[config.mk]
export PLATFORM = sky130hd
export DESIGN_NAME = bp_io_channel
export DESIGN_NICKNAME = d
export VERILOG_FILES = /design/src/rtl/bp_io_pkg.sv /design/src/rtl/bp_sync_chain.sv /design/src/rtl/bp_io_channel.sv
export SDC_FILE = /design/constraint.sdc
export NUM_CORES = 1
export LEC_CHECK = 0
export BUFFER_PORTS_ARGS = -buffer_cell sky130_fd_sc_hd__buf_2
export CAP_MARGIN = 20
export CORE_ASPECT_RATIO = 1.2
export CORE_MARGIN = 5
export CORE_UTILIZATION = 35
export CTS_CLUSTER_SIZE = 40
export DETAILED_ROUTE_END_ITERATION = 16
export PLACE_DENSITY_LB_ADDON = 0.08
export SLEW_MARGIN = 20
export SYNTH_ARGS = -nofsm -noshare
export SYNTH_HDL_FRONTEND = slang
export SYNTH_HIERARCHICAL = 1
export SYNTH_SLANG_ARGS = --single-unit
[constraint.sdc]
create_clock -name clock -period 1.9 [get_ports clock]
set_clock_uncertainty 0.05 [all_clocks]
set_input_delay 0 -clock clock [delete_from_list [all_inputs] [get_ports clock]]
set_output_delay 0 -clock clock [all_outputs]
set_load 0.03 [all_outputs]
[src/rtl/bp_io_pkg.sv]
// Shared types and defaults for the Bus Pirate I/O channel.
package bp_io_pkg;

    typedef enum logic [2:0] {
        REL,
        IN,
        OUT,
        ODR,
        TURN
    } st_t;

    localparam int CNT_W           = 4;
    localparam int SYNC_STAGES_DEF = 2;
    localparam int TURN_CYCLES_DEF = 2;

endpackage

[src/rtl/bp_sync_chain.sv]
// Parameterized metastability synchronizer; the full chain is exposed so
// the caller can look one stage ahead of the output flop.
module bp_sync_chain #(
    parameter int STAGES = 2
) (
    input  logic              clock,
    input  logic              reset,
    input  logic              d,
    output logic [STAGES-1:0] q
);

    logic [STAGES-1:0] r_q;

    always_ff @(posedge clock or posedge reset) begin
        if (reset) begin
            r_q <= '0;
        end else begin
            r_q <= {r_q[STAGES-2:0], d};
        end
    end

    assign q = r_q;

endmodule

[src/rtl/bp_io_channel.sv]
// One Bus Pirate I/O channel: pad/buffer control FSM plus synchronized readback.
// Open-drain mode is compiled in only when BP_IO_OPEN_DRAIN_EN is defined.
module bp_io_channel
    import bp_io_pkg::*;
#(
    parameter int SYNC_STAGES = SYNC_STAGES_DEF,
    parameter int TURN_CYCLES = TURN_CYCLES_DEF
) (
    input  logic clock,
    input  logic reset,
    input  logic oe,
    input  logic od,
    input  logic dir,
    input  logic din,
    output logic dout,
    output logic dout_rise,
    output logic dout_fall,
    output logic busy,
    output logic bufdir,
    output logic bufod,
    output logic pin_oe,
    output logic pin_dout,
    input  logic pin_din
);

`ifdef BP_IO_OPEN_DRAIN_EN
    localparam bit OD_EN = 1'b1;
`else
    localparam bit OD_EN = 1'b0;
`endif

    localparam logic [CNT_W-1:0] TC_LOAD = CNT_W'(TURN_CYCLES - 1);

    st_t              r_st;
    st_t              w_nxt_st;
    st_t              w_req;
    logic [CNT_W-1:0] r_cnt;
    logic [CNT_W-1:0] w_nxt_cnt;

    logic r_busy, r_bufdir, r_bufod, r_pin_oe, r_pin_dout;
    logic w_busy, w_bufdir, w_bufod, w_pin_oe, w_pin_dout;

    logic [SYNC_STAGES-1:0] w_sync;
    logic                   r_rise, r_fall;

    always_comb begin
        w_req = REL;
        if (oe) begin
            if (!dir)
                w_req = IN;
            else if (OD_EN && od)
                w_req = ODR;
            else
                w_req = OUT;
        end
    end

    // Crossing between the input and output sides always goes through TURN.
    always_comb begin
        w_nxt_st  = r_st;
        w_nxt_cnt = r_cnt;
        if (w_req == REL) begin
            w_nxt_st = REL;
        end else begin
            case (r_st)
                REL, IN: begin
                    if (w_req == IN) begin
                        w_nxt_st = IN;
                    end else begin
                        w_nxt_st  = TURN;
                        w_nxt_cnt = TC_LOAD;
                    end
                end
                OUT, ODR: begin
                    if (w_req == IN) begin
                        w_nxt_st  = TURN;
                        w_nxt_cnt = TC_LOAD;
                    end else begin
                        w_nxt_st = w_req;
                    end
                end
                TURN: begin
                    if (r_cnt == '0)
                        w_nxt_st = w_req;
                    else
                        w_nxt_cnt = r_cnt - 1'b1;
                end
                default: w_nxt_st = REL;
            endcase
        end
    end

    always_comb begin
        w_busy     = 1'b0;
        w_bufdir   = 1'b0;
        w_bufod    = 1'b0;
        w_pin_oe   = 1'b0;
        w_pin_dout = 1'b0;
        case (w_nxt_st)
            OUT: begin
                w_bufdir   = 1'b1;
                w_pin_oe   = 1'b1;
                w_pin_dout = din;
            end
            ODR: begin
                w_bufod  = OD_EN;
                w_bufdir = ~din;
                w_pin_oe = ~din;
            end
            TURN:    w_busy = 1'b1;
            default: ;
        endcase
    end

    always_ff @(posedge clock or posedge reset) begin
        if (reset) begin
            r_st       <= REL;
            r_cnt      <= '0;
            r_busy     <= 1'b0;
            r_bufdir   <= 1'b0;
            r_bufod    <= 1'b0;
            r_pin_oe   <= 1'b0;
            r_pin_dout <= 1'b0;
        end else begin
            r_st       <= w_nxt_st;
            r_cnt      <= w_nxt_cnt;
            r_busy     <= w_busy;
            r_bufdir   <= w_bufdir;
            r_bufod    <= w_bufod;
            r_pin_oe   <= w_pin_oe;
            r_pin_dout <= w_pin_dout;
        end
    end

    bp_sync_chain #(
        .STAGES (SYNC_STAGES)
    ) u_sync (
        .clock (clock),
        .reset (reset),
        .d     (pin_din),
        .q     (w_sync)
    );

    // Edges are taken one stage early so the pulse lines up with dout.
    always_ff @(posedge clock or posedge reset) begin
        if (reset) begin
            r_rise <= 1'b0;
            r_fall <= 1'b0;
        end else begin
            r_rise <= w_sync[SYNC_STAGES-2] & ~w_sync[SYNC_STAGES-1];
            r_fall <= ~w_sync[SYNC_STAGES-2] & w_sync[SYNC_STAGES-1];
        end
    end

    assign dout      = w_sync[SYNC_STAGES-1];
    assign dout_rise = r_rise;
    assign dout_fall = r_fall;
    assign busy      = r_busy;
    assign bufdir    = r_bufdir;
    assign bufod     = r_bufod;
    assign pin_oe    = r_pin_oe;
    assign pin_dout  = r_pin_dout;

endmodule

Word-level counts from Yosys, hierarchy flattened
Index checks and enable logic that the tools add are counted.
- $add $sub $neg: 1
- equality and inequality tests: 11
- mux-type cells: 14
- bitwise logic cells: 6
- reductions and logical operators: 7
- operators by type and width (kind ; count):
    3-bit by 2-bit == test with 1-bit output (second input constant) ; 4
    3-bit two-way mux ; 4
    4-bit two-way mux ; 3
    4-bit case mux with 3 select lines ; 1
    3-bit case mux with 3 select lines ; 1
    3-bit by 1-bit == test with 1-bit output (second input constant) ; 2
    3-bit == test (second input constant) ; 2
    3-bit zero test ; 2
    2-bit inequality test (second input constant) ; 3
    5-bit AND reduction ; 1
    4-bit zero test ; 1
    2-bit two-way mux ; 2
    1-bit inverter ; 4
    2-bit OR reduction ; 2
    4-bit by 1-bit subtractor with 4-bit output (second input constant) ; 1
    3-bit nonzero test ; 1
    1-bit AND ; 2
    1-bit two-way mux ; 2
    1-bit case mux with 2 select lines ; 1
- bits in registers: 14
- bits of input ports: 7
- output and inout port bits: 8
- logic and storage cells: 47

Depth between registers and ports, before layout
- depth after elaboration: 8
- depth in mapped cells: 5
- mapped depth without buffers: 5

Hierarchy
The synthesis kept the hierarchy.
- modules (own cells, without submodules) (module ; instances ; cells an instance ; area an instance (µm²) ; sequential area each (µm²)):
    bp_io_channel ; 1 ; 55 ; 585.6 ; 300.3
    bp_sync_chain ; 1 ; 3 ; 53.8 ; 50.0

Worst setup path after synthesis
OpenSTA, ideal clock, no wires.
- kind: reg-to-reg
- from: register r_cnt[0]
- to: register r_cnt[0]
- setup time: 0.125 ns
- arrival: 1.534 ns
- required time: 1.725 ns
- setup slack: 0.190 ns
- stages on the path, launching flop included: 6
- buffers on the path: 0
- period minus slack after synthesis: 1.710 ns
- path through: dfrtp_1 inv_1 ha_1 or3b_4 a32o_1 mux2_4
- longest elaborated chain between the ends: 3
- elaborated cells between the ends (all ways): 6
- those cells by class: add/sub: 1; eq/ne: 1; mux: 2; reduce/logical: 2
- RTL lines (what ; line ; source):
    start: declaration ; bp_io_channel.sv:37 ; logic [CNT_W-1:0] r_cnt;
    start signal: assignment ; bp_io_channel.sv:126 ; r_cnt <= w_nxt_cnt;
    4-bit by 1-bit subtractor with 4-bit output or 4-bit zero test (tied branches) ; bp_io_channel.sv:86, bp_io_channel.sv:83 ;
    4-bit two-way mux or 2-bit inequality test (tied branches) ; n/a ;
    4-bit case mux with 3 select lines or 5-bit AND reduction (tied branches) ; n/a ;
Several ways; a longest one is shown, not always the timed one. The select of a mux whose other input is x is not followed.
A chain may end at the register's enable or synchronous reset.

Worst setup path after layout
Same ends and word-level chain as after synthesis.

==> run_results.csv <==
group,metric,value,unit
detailed_routing,viasPerCell,4.84,
floorplan,rows,17,
detailed_routing,drtIter0Drc,3,
worst_setup_path,cp_cell_sequence,"inv_1, ha_2, or3b_4, a32o_1, mux2_4",
placement,dp_hpwl,846,µm
synthesis,synth_cells,58,
cts,clk_latency,280,ps
synthesis,synth_top_area_frac,0.548,
flow_run,drv_cap,0,
floorplan,fp.dieW,49.0,µm
sta,hold_violations,0,
sta,tns,0,ps
synthesis,seq_area_frac_synth,0.548,
detailed_routing,drc,0,
global_route,grt_usage,0.0972,
sta,period_minus_slack,1800,ps
synthesis,synth_top_area_cell,"dfrtp_1",
placement,gp_congestion,0.676,
detailed_routing,routed_wl,1160,µm
sta,setup_viol,0,
detailed_routing,drt-pass1-iter-count,3,
global_route,grt_pass1_vias,490,
synthesis,netlist_area,639,µm²
global_route,antenna_found_initial,0,
placement,port_buffers,12,
worst_setup_path,path_class,"flip-flop to flip-flop",
synthesis,synth.area.top_cells,"dfrtp_1, nor2b_1, inv_1, a32o_1, o21ai_0",
global_route,grt_pass1_wl,2040,µm
layout,final_design_area_no_fill,783,µm²
synthesis,synth.distinct_cells,27,
cts,clk_pin_slew,90,ps
worst_setup_path,cp_num_buf_inv,1,
layout,n_fill_cell,189,
detailed_routing,vias,455,
worst_setup_path,cp-end-kind,"flip-flop",
worst_hold_path,hold_path.class,"primary input to flip-flop",
worst_setup_path,cp.required,2020,ps
worst_setup_path,crit_fanout,5,
synthesis,yosysWarnings,6,
layout,antenna_cells,0,
worst_setup_path,crit_cells,5,
run_status,status,"finished, final reports clean",
cts,cts.path.max_buffers,2,
floorplan,pin_count,15,
worst_setup_path,crit_family,"simple AND/OR/NAND/NOR gates",
power,p_per_area,1160,nW/µm²
layout,drive_gt1_frac,0.267,
sta,timing.final.crit_share,0.950,
worst_setup_path,reg2reg_depth,5,
global_route,grt_start_max_net_pins,13,
floorplan,dieArea,2790,µm²
floorplan,dieHeight,56.8,µm
cts,tritoncts,"done",
power,leakage,0.393,nW
cts,cts_buffers,3,
layout,area_growth,22.5,%
detailed_routing,avgRoutedWirePerCell,12.3,µm
placement,placed_cell_area,704,µm²
cts,cts-root-buf,"clkbuf_4",
synthesis,synth_nets,66,
floorplan,coreArea,1790,µm²
cts,htreeDepth,1,
layout,nets,84,
synthesis,synth_seq_cells,14,
sta,setup_slack,95.2,ps
detailed_routing,ant_nets,0,
floorplan,start_util,0.358,
sta,rsz0062_at_grt,"false",
worst_hold_path,whs_path_depth,2,
global_route,grt-ovfl-total,0,
worst_setup_path,arrival,1920,ps
worst_setup_path,start_kind,"flip-flop",
worst_setup_path,crit_slowest_cell,"or3b_4",
sta,slew_viol_final,0,
power,ir_drop,0.576,mV
worst_setup_path,critical-path-max-stage-delay,400,ps
placement,place_ws,87.1,ps
cts,clock-sinks,14,
cts,cts_setup_buffers,0,
sta,max_freq,0.554,GHz
synthesis,synth_area_per_cell,11.0,µm²
==> layer usage <==
metal / GRT usage / vias up / routed length [µm] / share of wire
li1: - / 230 / - / -
met5: 0 / - / 0 / 0
met3: 0.0371 / 4 / 61 / 0.053
met4: 0.0577 / 0 / 23 / 0.020
met1: 0.111 / 212 / 523 / 0.45
met2: 0.151 / 9 / 549 / 0.47
==> registers in the layout, indices dropped and copies added, names as in the netlist <==
signal and count:
r_st 3, dout_rise 1, dout_fall 1, pin_dout 1
r_cnt 4, busy 1, pin_oe 1, u_sync/q 2
==> layout by cell type (no fill, tap or decap) <==
cell            n
a21oi_1         1
a31oi_1         1
a32o_1          2
a41oi_1         1
and2b_1         1
and3_1          1
and4b_1         1
buf_2          12
clkbuf_4        3
clkbuf_8        1
conb_1          1
dfrtp_1        14
dlygate4sd3_1   4
ha_2            1
inv_1           6
mux2_4          1
nand2_1         1
nand2b_1        1
nand3_1         1
nor2_1          3
nor2b_1         6
nor3_1          1
nor3b_1         2
nor3b_2         1
o21ai_0         4
o22ai_1         1
o311a_1         1
or3b_4          1
xor2_1          1
==> power breakdown <==
part / total [mW] / internal [mW] / switching [mW]
clock: 0.213 / 0.117 / 0.0967
sequential: 0.410 / 0.358 / 0.0525
combinational: 0.285 / 0.141 / 0.144
==> worst register-to-register path, delay by kind of cell (launching register included) <==
kind                       cells  cell delay [ps]
DFF                            1              380
buffers and inverters          1               90
and+or+nand+nor                1              400
muxes                          1              270
AOI/OAI and AO/OA              1              290
adders and majority gates      1              210
==> layout make-up <==
cell class,count,area (µm²),area share
inverters,6,22.5,0.0288
multi-input cells,35,250,0.319
flip-flops and latches,14,350,0.447
clock buffers,4,36.3,0.0463
repair buffers,16,100,0.128
well taps,19,23.8,0.0304
==> path summary, 6_finish.rpt <==
path                                to        start  slack [ps]
min                            r_st[0]           oe          10
max in group asynchronous     pin_dout        reset        1250
min reg2reg                u_sync/q[1]  u_sync/q[0]         360
max reg2reg                   r_cnt[0]     r_cnt[0]         100
min in group asynchronous  u_sync/q[1]        reset          60
max                           r_cnt[0]     r_cnt[0]         100
==> metrics by stage <==
stage,hold WS (ps),utilization,total power [mW],std cells
2_1_floorplan,-309,-,0.631,58
3_3_place_gp,-189,0.394,0.688,86
3_5_place_dp,-191,0.394,0.694,86
4_1_cts,2.71,0.437,0.920,94
5_1_grt,11.3,0.438,0.988,94
6_report,10.5,0.438,0.909,94
==> Yosys cell counts <==
cell type / number
or3b_4: 1
and3_1: 1
and4b_1: 1
nor3b_2: 1
a21oi_1: 1
conb_1: 1
a31oi_1: 1
nand2b_1: 1
nand2_1: 1
dfrtp_1: 14
inv_1: 6
ha_1: 1
xor2_1: 1
o311a_1: 1
nand3_1: 1
nor2_1: 3
a41oi_1: 1
clkbuf_1: 1
nor2b_1: 6
mux2_4: 1
buf_4: 2
o21ai_0: 4
a32o_1: 2
nor3_1: 1
nor3b_1: 2
o22ai_1: 1
and2b_1: 1
==> repair_timing <==
item | 4_1_cts | 5_1_grt
endpoints found under the setup margin | 0 | 1
gates resized for setup | 0 | 1
hold buffers | 4 | 0
endpoints found under the hold margin | 18 | 0
==> logic make-up after synthesis <==
kind of cell    share of synthesized area
compound gates                      0.119
xor+xnor                           0.0137
fa+ha+maj                          0.0196
buf+inv                            0.0646
flops                               0.548
mux                                0.0235
other cells                       0.00587
simple gates                        0.205
Power figures use the tool's default switching activity.
